### config.mk
export PLATFORM = sky130hd
export DESIGN_NAME = vga_timing_gen_flat
export DESIGN_NICKNAME = d
export VERILOG_FILES = /design/src/rtl/vga_timing_gen_pkg.sv /design/src/rtl/vga_timing_gen_if.sv /design/src/rtl/vga_timing_gen_axis.sv /design/src/rtl/vga_timing_gen.sv /design/src/flat_wrapper.sv
export SDC_FILE = /design/constraint.sdc
export NUM_CORES = 1
export LEC_CHECK = 0
export CAP_MARGIN = 20
export CORE_MARGIN = 3
export CORE_UTILIZATION = 29
export DETAILED_ROUTE_END_ITERATION = 6
export DONT_BUFFER_PORTS = 1
export SETUP_SLACK_MARGIN = 0.2
export SYNTH_ARGS = -nofsm -noshare
export SYNTH_HDL_FRONTEND = slang
export SYNTH_SLANG_ARGS = --single-unit
### constraint.sdc
create_clock -name pclk -period 6.85 [get_ports pclk]
set_input_delay 1.37 -clock pclk [delete_from_list [all_inputs] [get_ports pclk]]
set_output_delay 1.37 -clock pclk [all_outputs]
set_load 0.02 [all_outputs]
### src/rtl/vga_timing_gen_pkg.sv
// Shared raster geometry for the timing generator and the draw stages.
// Default 1024x768 @ 60 Hz on a 65 MHz pixel clock.
package vga_pkg;
  localparam int CNT_W     = 11;
  localparam int MAX_TOTAL = 1 << CNT_W;

  localparam int H_ACTIVE_DEF = 1024;
  localparam int H_FP_DEF     = 24;
  localparam int H_SYNC_DEF   = 136;
  localparam int H_BP_DEF     = 160;
  localparam int H_TOTAL_DEF  = H_ACTIVE_DEF + H_FP_DEF + H_SYNC_DEF + H_BP_DEF;

  localparam int V_ACTIVE_DEF = 768;
  localparam int V_FP_DEF     = 3;
  localparam int V_SYNC_DEF   = 6;
  localparam int V_BP_DEF     = 29;
  localparam int V_TOTAL_DEF  = V_ACTIVE_DEF + V_FP_DEF + V_SYNC_DEF + V_BP_DEF;

  typedef logic [CNT_W-1:0] cnt_t;

  // Half-open window test lo <= v < hi.
  function automatic logic in_window(cnt_t v, int lo, int hi);
    return (int'(v) >= lo) && (int'(v) < hi);
  endfunction
endpackage

### src/rtl/vga_timing_gen_if.sv
// Raster timing bus: one pixel position plus its decoded sync/blank flags.
interface vga_timing_gen_if;
  import vga_pkg::*;

  cnt_t hcount_out;
  cnt_t vcount_out;
  logic hsync_out;
  logic vsync_out;
  logic hblnk_out;
  logic vblnk_out;
  logic frame_start;

  modport master (output hcount_out, vcount_out, hsync_out, vsync_out,
                         hblnk_out, vblnk_out, frame_start);
  modport slave  (input  hcount_out, vcount_out, hsync_out, vsync_out,
                         hblnk_out, vblnk_out, frame_start);
endinterface

### src/rtl/vga_timing_gen_axis.sv
// One raster axis: wrapping counter with sync/blank decoded from the next count,
// so count, sync and blank always describe the same position.
module vga_axis_timing
  import vga_pkg::*;
#(
  parameter int ACTIVE = H_ACTIVE_DEF,
  parameter int FP     = H_FP_DEF,
  parameter int SYNC   = H_SYNC_DEF,
  parameter int BP     = H_BP_DEF
) (
  input  logic pclk,
  input  logic rst,
  input  logic step,
  output cnt_t count,
  output logic sync,
  output logic blank,
  output logic wrap
);
  localparam int   TOTAL = ACTIVE + FP + SYNC + BP;
  localparam cnt_t LAST  = cnt_t'(TOTAL - 1);

  if (TOTAL > MAX_TOTAL || TOTAL < 1) begin : g_bad_total
    $error("vga_axis_timing: TOTAL=%0d does not fit the %0d-bit counter", TOTAL, CNT_W);
  end

  cnt_t nxt;

  // High on the cycle whose edge takes the counter from LAST back to 0.
  assign wrap = step && (count == LAST);

  always_comb begin
    nxt = count;
    if (wrap)      nxt = '0;
    else if (step) nxt = count + cnt_t'(1);
  end

  always_ff @(posedge pclk) begin
    if (rst) begin
      count <= '0;
      sync  <= 1'b0;
      blank <= 1'b0;
    end else begin
      count <= nxt;
      sync  <= in_window(nxt, ACTIVE + FP, ACTIVE + FP + SYNC);
      blank <= in_window(nxt, ACTIVE, TOTAL);
    end
  end
endmodule

### src/rtl/vga_timing_gen.sv
// VGA raster timing source: horizontal and vertical axes chained on the line wrap,
// plus a frame_start strobe registered alongside the (0,0) position.
module vga_timing_gen
  import vga_pkg::*;
#(
  parameter int H_ACTIVE = H_ACTIVE_DEF,
  parameter int H_FP     = H_FP_DEF,
  parameter int H_SYNC   = H_SYNC_DEF,
  parameter int H_BP     = H_BP_DEF,
  parameter int V_ACTIVE = V_ACTIVE_DEF,
  parameter int V_FP     = V_FP_DEF,
  parameter int V_SYNC   = V_SYNC_DEF,
  parameter int V_BP     = V_BP_DEF
) (
  input  logic              pclk,
  input  logic              rst,
  vga_timing_gen_if.master  bus
);
  cnt_t hc, vc;
  logic hs, vs, hb, vb;
  logic h_wrap, v_wrap;
  logic fs;

  vga_axis_timing #(.ACTIVE(H_ACTIVE), .FP(H_FP), .SYNC(H_SYNC), .BP(H_BP)) u_h (
    .pclk(pclk), .rst(rst), .step(1'b1),
    .count(hc), .sync(hs), .blank(hb), .wrap(h_wrap)
  );

  vga_axis_timing #(.ACTIVE(V_ACTIVE), .FP(V_FP), .SYNC(V_SYNC), .BP(V_BP)) u_v (
    .pclk(pclk), .rst(rst), .step(h_wrap),
    .count(vc), .sync(vs), .blank(vb), .wrap(v_wrap)
  );

  // v_wrap already implies h_wrap: both axes return to 0 on this edge.
  always_ff @(posedge pclk) begin
    if (rst) fs <= 1'b0;
    else     fs <= v_wrap;
  end

  assign bus.hcount_out  = hc;
  assign bus.vcount_out  = vc;
  assign bus.hsync_out   = hs;
  assign bus.vsync_out   = vs;
  assign bus.hblnk_out   = hb;
  assign bus.vblnk_out   = vb;
  assign bus.frame_start = fs;
endmodule
### src/flat_wrapper.sv
// flat-port wrapper written by rule: the top's interface ports become plain ports
module vga_timing_gen_flat import vga_pkg::*;
#(
  parameter int H_ACTIVE = H_ACTIVE_DEF,
  parameter int H_FP     = H_FP_DEF,
  parameter int H_SYNC   = H_SYNC_DEF,
  parameter int H_BP     = H_BP_DEF,
  parameter int V_ACTIVE = V_ACTIVE_DEF,
  parameter int V_FP     = V_FP_DEF,
  parameter int V_SYNC   = V_SYNC_DEF,
  parameter int V_BP     = V_BP_DEF
)
  (pclk, rst, bus_hcount_out, bus_vcount_out, bus_hsync_out, bus_vsync_out, bus_hblnk_out, bus_vblnk_out, bus_frame_start);
  vga_timing_gen_if bus_i ();
  input  logic pclk;
  input  logic rst;
  output wire logic [$bits(bus_i.hcount_out)-1:0] bus_hcount_out;
  output wire logic [$bits(bus_i.vcount_out)-1:0] bus_vcount_out;
  output wire logic [$bits(bus_i.hsync_out)-1:0] bus_hsync_out;
  output wire logic [$bits(bus_i.vsync_out)-1:0] bus_vsync_out;
  output wire logic [$bits(bus_i.hblnk_out)-1:0] bus_hblnk_out;
  output wire logic [$bits(bus_i.vblnk_out)-1:0] bus_vblnk_out;
  output wire logic [$bits(bus_i.frame_start)-1:0] bus_frame_start;
  assign bus_hcount_out = bus_i.hcount_out;
  assign bus_vcount_out = bus_i.vcount_out;
  assign bus_hsync_out = bus_i.hsync_out;
  assign bus_vsync_out = bus_i.vsync_out;
  assign bus_hblnk_out = bus_i.hblnk_out;
  assign bus_vblnk_out = bus_i.vblnk_out;
  assign bus_frame_start = bus_i.frame_start;
  vga_timing_gen #(.H_ACTIVE(H_ACTIVE), .H_FP(H_FP), .H_SYNC(H_SYNC), .H_BP(H_BP), .V_ACTIVE(V_ACTIVE), .V_FP(V_FP), .V_SYNC(V_SYNC), .V_BP(V_BP)) u_core (.pclk(pclk), .rst(rst), .bus(bus_i));
endmodule
==> key figures <==
Outcome
  • Status: finished, final reports clean

Synth
  • Asr flop ratio synth: 0%
  • EDFF count, synth: 0
  • Top cell type's share of synthesized area: 36.27%
  • Post-Synthesis Cell Area: approximately 1500 sq um
  • Synth area leaders: dfxtp_1 (36%), nor2_1 (8.1%), xnor2_1 (6.5%), xor2_1 (5.3%), nand2_1 (3.3%)
  • Post-Syn Nets: 185
  • Syn Area/Cell: 8.279 sq um
  • Area leader, netlist: dfxtp_1
  • Seq/Total Area, Yosys: 36.27%
  • Most frequent cell after synthesis: nor2_1
  • Synth cell types: 42
  • Yosys reg bits: 27
  • Top cells by count, synth: nor2_1 (32), dfxtp_1 (27), nand2_1 (13), xnor2_1 (11)
  • Main synth FF type: dfxtp_1
  • Synthesized instance count: 180
  • Synthesis Warnings: 0

Global route
  • Initial antenna violation count: 0
  • Global route total overflow: 0
  • GRT Total Usage: 10.77%
  • Vias in the first global route: 1132
  • Largest net degree at the start of global routing: 15
  • Global-route wire length before repair: 5361 microns

STA
  • Final Skew: 0.001740 ns
  • WHS: a little over 0.6 ns
  • Pins over their slew limit: 0
  • Final Critical Period: 3.003 ns
  • Fmax: 333.0 MHz
  • Fin crit share: 43.84%
  • Final setup TNS: 0 ns
  • Worst Max-Slew Pin Slew: 0.6273 ns
  • RSZ-0062 raised after global routing: false
  • Final Hold Violating Endpoints: 0
  • Finish-stage setup viols: 0
  • Worst slew margin: 57.83%

Placed design
  • Detail Placement HPWL: 2409 microns
  • PortBufs: 0
  • Gpl congestion: 0.8661

Floorplan
  • Core area: 4848 sq um
  • Die area: a little over 6000 sq um
  • Initial core utilization: 30.74%
  • Die H: about 78 microns
  • Die width: 77.69 microns
  • Num rows: 25
  • Top Ports: 29

Clock network
  • CTS Hold Bufs: 0
  • Clk slew on worst S/H paths: about 0.090 ns
  • CTS Buffer Depth: 2
  • CTS buffer count: 3
  • CTS Sinks: 27
  • Setup bufs post-CTS: 0
  • Worst skew pair latency: 0.27 ns
  • Root buffer cell: clkbuf_8
  • CTS resizes: 0
  • H-tree levels: 1
  • CTS tree: done

Power
  • Leakage Power: 0.4956 nW
  • PD cells: 168.1 nW/um^2
  • Maximum vdd drop: just under 0.1 mV

Worst setup path
  • Required time of the critical path: 7.04 ns
  • Most common cell on crit path: nor4_2
  • Crit Path Max Fanout: 9
  • Critical path arrival: 3.19 ns
  • CP Launch Type: flop
  • Critical Path End Type: flop
  • Critical path, cell by cell: ha_1 -> nand3_1 -> nor4_2 -> nand2_1 -> xor2_1 -> or4_4 -> nor4_2
  • Critical path's slowest cell: nor4_2
  • CP peak stage delay: 0.67 ns
  • Crit Path Class: flop to flop

Drt
  • Pre-Repair DR Iteration Count: 4
  • Drt initial violations: 59
  • DR WL/cell: around 13 microns
  • # DRC: 0
  • Routed Antenna Nets: 0
  • Drt total wl: 3229 microns
  • Vias/cell: 5.029
  • Vias: 1222

Min path
  • Worst Hold Class: flop to flop

Layout
  • Antenna Cells: 0
  • Final #Nets: 182
  • Layout fillers: 525
  • Area Overhead vs Synth: 6.130%
  • Share of layout cells above drive strength 1: 6.818%
  • Final core utilization: between 30% and 40%

Run
  • Max-cap check violation count: 0
[worst max-delay path, delay by kind of cell (launching register included)]
family / cells / cell delay, ns
flip-flops: 1 / 0.56
AND/OR/NAND/NOR: 5 / 1.89
adder cells (fa/ha/maj): 1 / 0.29
XOR/XNOR: 1 / 0.18
[final cells by class]
class / instances / area [sq um] / area share, %
sequential: 27 / 540.5 / 34.18
tap: 67 / 83.83 / 5.301
multi-input combinational: 141 / 897.1 / 56.72
inverter: 4 / 15.01 / 0.9494
clock buffer: 4 / 45.04 / 2.848
[cells in the final DEF, fill, tap and decap left out, drive strengths merged, types with 4 or more instances in the layout]
| cell type | netlist | final |
|---|---|---|
| nor4 | 4 | 4 |
| nand3 | 9 | 9 |
| inv | 4 | 4 |
| xnor2 | 11 | 11 |
| dfxtp | 27 | 27 |
| nand2 | 13 | 13 |
| nor2b | 4 | 4 |
| nor2 | 32 | 32 |
| a21oi | 7 | 7 |
| nor3 | 6 | 6 |
| o21ai | 4 | 4 |
| xor2 | 9 | 9 |
| clkbuf | 7 | 4 |
[per-layer routing]
metal  wire length [microns]  up-vias  global-route usage, %
met2                    1448       37                  17.12
met4                      41        0                  2.847
met1                    1463      552                  13.34
met3                     275        6                  4.524
met5                       0        -                      0
li1                        -      627                      -
[power by group]
| part | switching, W | internal, W |
|---|---|---|
| clock network | 0.0000496 | 0.0000417 |
| logic | 0.00000439 | 0.00000431 |
| registers | 0.00000684 | 0.000159 |
[metrics by stage]
stage	setup WS (ns)	cell area, sq um	total power [W]	cells
floorplan	4.144	1490	0.0001772	180
global placement	4.014	1536	0.0001781	239
detailed placement	3.899	1536	0.0001782	239
CTS	3.856	1582	0.0002697	243
global route	3.667	1582	0.0002767	243
finish	3.847	1582	0.0002658	243
[logic make-up (layout without fill, tap and decap cells)]
kind of cell	count (synthesis)	after routing	share of synthesized area, %
AO/OA/AOI/OAI	25	25	11.34
XOR/XNOR	20	20	11.75
adder cells (fa/ha/maj)	3	3	2.519
buffers and inverters	12	8	3.526
flip-flops	27	27	36.27
multiplexers	1	1	0.6717
AND/OR/NAND/NOR	92	92	33.92
[worst paths after layout]
kind	startpoint	endpoint	slack, ns	depth (start not counted)
worst max-delay path	u_core.u_h.count[0]	u_core.u_v.blank	3.85	7
worst min-delay path	u_core.u_h.count[0]	u_core.u_h.count[0]	0.61	1
worst max register to register	u_core.u_h.count[0]	u_core.u_v.blank	3.85	7
worst min register to register	u_core.u_h.count[0]	u_core.u_h.count[0]	0.61	1
[state kept, by name (all words and copies together), names as in the netlist]
name / count
u_core.u_v.sync: 1
u_core.u_h.blank: 1
u_core.u_v.count: 11
u_core.u_v.blank: 1
u_core.u_h.count: 11
u_core.u_h.sync: 1
u_core.bus.frame_start: 1
Note: power is estimated with default switching activity, not from simulation.
